==> config.mk <==
export PLATFORM = sky130hd
export DESIGN_NAME = nco_mix_decim
export DESIGN_NICKNAME = d
export VERILOG_FILES = /design/src/rtl/nco_mix_decim.sv
export SDC_FILE = /design/constraint.sdc
export NUM_CORES = 1
export LEC_CHECK = 0
export ABC_AREA = 1
export CORE_UTILIZATION = 64
export CTS_CLUSTER_DIAMETER = 80
export DETAILED_ROUTE_END_ITERATION = 8
export GPL_TIMING_DRIVEN = 0
export PLACE_DENSITY = 0.82
export SYNTH_ARGS = -nofsm -noshare
export SYNTH_HDL_FRONTEND = slang
export SYNTH_SLANG_ARGS = --single-unit
export TNS_END_PERCENT = 1
==> constraint.sdc <==
create_clock -name clk -period 6.75 [get_ports clk]
set_input_delay 0.675 -clock clk [delete_from_list [all_inputs] [get_ports clk]]
set_output_delay 0.675 -clock clk [all_outputs]
set_load 0.1 [all_outputs]
==> src/rtl/nco_mix_decim.sv <==
// nco_mix_decim: mixes each ADC sample with the NCO sine, then integrates-and-dumps
// DEC products into one decimated baseband sample.
//
// Ports:
//   clk, reset          system clock, synchronous active-high reset
//   clken               pipeline clock enable (shared with the NCO)
//   enable              mixer run enable (IDLE <-> RUN)
//   nco_sin, nco_valid  signed NCO sample and its strobe
//   adc_data, adc_valid signed ADC sample and its strobe
//   dout, dout_valid    decimated signed result, valid/ready source side
//   dout_ready          downstream accepts dout
//   overrun             sticky: a dump was dropped under backpressure
//   busy                FSM is in RUN
module nco_mix_decim #(
    parameter int unsigned MPR     = 13,
    parameter int unsigned ADW     = 14,
    parameter int unsigned DEC     = 16,
    parameter int unsigned LOG2DEC = 4,
    parameter int unsigned OW      = 16
) (
    input  logic                  clk,
    input  logic                  reset,
    input  logic                  clken,
    input  logic                  enable,
    input  logic signed [MPR-1:0] nco_sin,
    input  logic                  nco_valid,
    input  logic signed [ADW-1:0] adc_data,
    input  logic                  adc_valid,
    output logic signed [OW-1:0]  dout,
    output logic                  dout_valid,
    input  logic                  dout_ready,
    output logic                  overrun,
    output logic                  busy
);

    localparam int unsigned PW = MPR + ADW;
    localparam int unsigned AW = PW + LOG2DEC;
    localparam logic [LOG2DEC-1:0] CountMax = LOG2DEC'(DEC - 1);

    typedef enum logic [0:0] {StIdle, StRun} state_e;

    state_e               state_q;
    logic signed [PW-1:0] prod_q;
    logic                 prod_vld_q;
    logic signed [AW-1:0] acc_q;
    logic [LOG2DEC-1:0]   count_q;
    logic signed [OW-1:0] dout_q;
    logic                 dout_valid_q;
    logic                 overrun_q;

    logic signed [PW-1:0] nco_ext;
    logic signed [PW-1:0] adc_ext;
    logic signed [PW-1:0] product;
    logic signed [AW-1:0] acc_final;
    logic                 accept;
    logic                 dump;

    always_comb begin
        // Sign-extend both operands so the multiply is full-precision signed.
        nco_ext   = PW'(nco_sin);
        adc_ext   = PW'(adc_data);
        product   = nco_ext * adc_ext;
        acc_final = acc_q + AW'(prod_q);
        accept    = (state_q == StRun) && enable && nco_valid && adc_valid;
        dump      = clken && (state_q == StRun) && enable && prod_vld_q
                    && (count_q == CountMax);
    end

    always_ff @(posedge clk) begin
        if (reset) begin
            state_q      <= StIdle;
            prod_q       <= '0;
            prod_vld_q   <= 1'b0;
            acc_q        <= '0;
            count_q      <= '0;
            dout_q       <= '0;
            dout_valid_q <= 1'b0;
            overrun_q    <= 1'b0;
        end else begin
            if (clken) begin
                unique case (state_q)
                    StIdle: begin
                        prod_vld_q <= 1'b0;
                        acc_q      <= '0;
                        count_q    <= '0;
                        if (enable) state_q <= StRun;
                    end
                    StRun: begin
                        if (!enable) begin
                            // Abort: drop the partial frame, nothing is emitted.
                            state_q    <= StIdle;
                            prod_vld_q <= 1'b0;
                            acc_q      <= '0;
                            count_q    <= '0;
                        end else begin
                            prod_vld_q <= accept;
                            if (accept) prod_q <= product;
                            if (prod_vld_q) begin
                                if (count_q == CountMax) begin
                                    acc_q   <= '0;
                                    count_q <= '0;
                                end else begin
                                    acc_q   <= acc_final;
                                    count_q <= count_q + 1'b1;
                                end
                            end
                        end
                    end
                    default: state_q <= StIdle;
                endcase
            end

            // Output side runs every cycle; a dump only lands when the slot is free
            // or is being emptied on this same edge.
            if (dump) begin
                if (!dout_valid_q || dout_ready) begin
                    dout_q       <= acc_final[AW-1:AW-OW];
                    dout_valid_q <= 1'b1;
                end else begin
                    overrun_q <= 1'b1;
                end
            end else if (dout_valid_q && dout_ready) begin
                dout_valid_q <= 1'b0;
            end
        end
    end

    assign dout       = dout_q;
    assign dout_valid = dout_valid_q;
    assign overrun    = overrun_q;
    assign busy       = (state_q == StRun);

endmodule

==> results.cfg <==
[clock_tree]
cts_max_path_buffers = 2
cts_hold_buffers = 0
root_buffer = clkbuf_16
cts_sinks = 82
clk_latency_ns = 0.34
cts_tree = yes
cts_inserted_buffers = 9
cts_setup_buffers = 0
clkTransAtPathRegs_ns = 0.07
htree_levels = 3
ctsResizeCount = 0

[grt]
overflow = 0
busiest_layer = met2
grt_max_degree = 16
antenna_found_initial = 0
grtUsageTotal_pct = 34.6
grt_use_met2_pct = 53.4
gr-usage-met3_pct = 8.01
grt_pass1_wl_um = 54200
grt_pass1_vias = 11100
grt_use_met1_pct = 49.3

[place]
place_congestion = 1.01
hpwlAfterDp_um = 27300
portBuffers = 51
dp.cells = 2156

[final_layout]
diodes = 0
finalNonFillerCells = 2171
drive_above_1_share_pct = 3.62
final_nets = 2209
syn_to_final_growth_pct = 9.12

[detailed_routing]
drtPass1Iterations = 5
routed_via_density = 5.30
drt_iter0_drc = 966
routed_wirelength_um = 32800
avgRoutedWirePerCell_um = 15.1
drc = 0
drtAntennaViolNets = 0
vias = 11500

[synthesis]
synth_area_leaders = fa_1 (28%), nand2_1 (17%), dfxtp_1 (13%)
synthesis.nets = 2148
synthArstFlopShare_pct = 0
syn-instance-count = 1840
synth.most_common_cell = nand2_1
synth_common_cells = nand2_1 (557), inv_1 (437), fa_1 (174), nor2_1 (112), ha_1 (100)
synth_edf_count = 0
yosysWarnings = 0
syn_area_mm2 = 0.0126
ys_ff_latch = 82
ys.flop_type = dfxtp_1
synthDistinctLibCells = 35
syn_avg_cell_area_um2 = 6.87
yosysSeqAreaShare_pct = 13.0
yosysTopAreaCell = fa_1
netlist.area_leader.share_pct = 27.6

[status]
status = completed

[sta]
finalClockSkew_ns = 0.00842
final_hold_viol_count = 0
rsz0062_at_grt = false
tightest_slew_ns = 0.996
finalMaxSlewViolations = 0
period_minus_slack_ns = 6.42
min_period_over_period_pct = 95.1
finalSetupViolCount = 0
max_slew_margin_pct = 33.4
timing.fmax_ghz = 0.156

[worst_setup_path]
crit_fanout = 10
timing_worst_setup_path_type = in2reg
start_kind = input pin
worstSetupEndpointType = flip-flop
arrival_ns = 6.67
cp_data_required_time_ns = 7.00

[die]
dieArea_mm2 = 0.0203
fp.dieH_um = 142
rows = 51
fp.dieW_um = 142
design.core.area_mm2 = 0.0194
boundaryPins = 53
start_util_pct = 65.1

[flow_run]
cap_violations = 0

[pwr]
ir_drop_mv = 0.661
p_per_area_mw_per_mm2 = 445
power_mw = 6.13
p_leak_nw = 7.90

[min_path]
hold_path_class = reg2reg
## area by class of cell
class / instances / area (µm²)
fillers: 1718 / 5610
flip-flops and latches: 82 / 1640
plain buffers: 48 / 204
clock buffers: 10 / 239
inverters: 444 / 1670
well taps: 265 / 332
clock inverters: 6 / 72.6
multi-input cells: 1265 / 9120
repair buffers: 51 / 510
## per-stage QoR
step	util (%)	TNS (ns)	hold WS, ns	area (µm²)	setup slack, ns
4_1_cts	71.1	0	0.454	13800	0.306
6_report	71.1	0	0.455	13800	0.329
3_5_place_dp	69.5	-0.0131	0.442	13500	-0.0131
5_1_grt	71.1	0	0.470	13800	0.0103
2_1_floorplan	-	0	0.448	12600	1.34
3_3_place_gp	69.5	0	0.443	13500	0.0574
## kinds of logic (layout without fill, tap and decap cells)
group,count (synthesis),in the layout,synth area share [%]
AND/OR/NAND/NOR,798,798,25.9
AO/OA/AOI/OAI,174,174,7.51
flip-flops,82,82,13.0
adder cells (fa/ha/maj),274,274,37.5
XOR/XNOR,19,19,1.32
buffers and inverters,493,559,14.8
## sequential cells by signal (all words and copies together), names as in the netlist
signal / flops
prod_q: 27
overrun: 1
dout_valid: 1
prod_vld_q: 1
busy: 1
acc_q: 31
count_q: 4
dout: 16
## worst max-delay path, cell delays in order
cell and delay (ns):
clkdlybuf4s50_1 0.74, clkbuf_1 0.56, nand2_1 0.16, fa_1 0.50, fa_1 0.48, inv_1 0.05
fa_1 0.50, inv_1 0.06, fa_1 0.52, inv_1 0.05, fa_1 0.39, fa_1 0.47
ha_1 0.36, nand2_1 0.11, nor2_1 0.27, inv_1 0.07, o21bai_1 0.24, nand2_1 0.15
nand4_1 0.10, nand3_1 0.08, nand2_1 0.07, inv_1 0.04
## layer usage
metal,part of all wire [%],up-vias
met3,10,37
met1,45,5397
met2,44,473
met5,0,-
met4,1.4,0
li1,-,5598
## cell usage in the layout, fill, tap and decap left out, drive strengths merged
cell,n
inv,445
nor2,114
clkinv,3
clkinvlp,1
nand3b,2
xnor2,7
fa,174
a21o,1
bufinv,1
and2,2
nand4,12
o21ai,48
dfxtp,82
nor3,18
o21bai,10
nand3,70
o21a,14
a21oi,96
o211ai,3
a31oi,1
or2,6
a211oi,1
nand2,570
clkbuf,47
xor2,12
ha,100
and3,2
clkdlybuf4s50,51
buf,11
nor4,2
## power by group
part / leakage (nW) / internal, mW / switching, mW
Combinational: 7.09 / 1.90 / 3.22
Sequential: 0.661 / 0.486 / 0.00240
Clock: 0.150 / 0.301 / 0.215
## worst paths after layout
kind	cells after the start	slack [ns]	endpoint	from
max	22	0.33	prod_q[24]	nco_sin[2]
min	2	0.46	overrun	overrun
max reg2reg	14	4.43	dout[3]	prod_q[0]
min reg2reg	2	0.46	overrun	overrun
No activity file was read; power rests on OpenSTA's default activity.
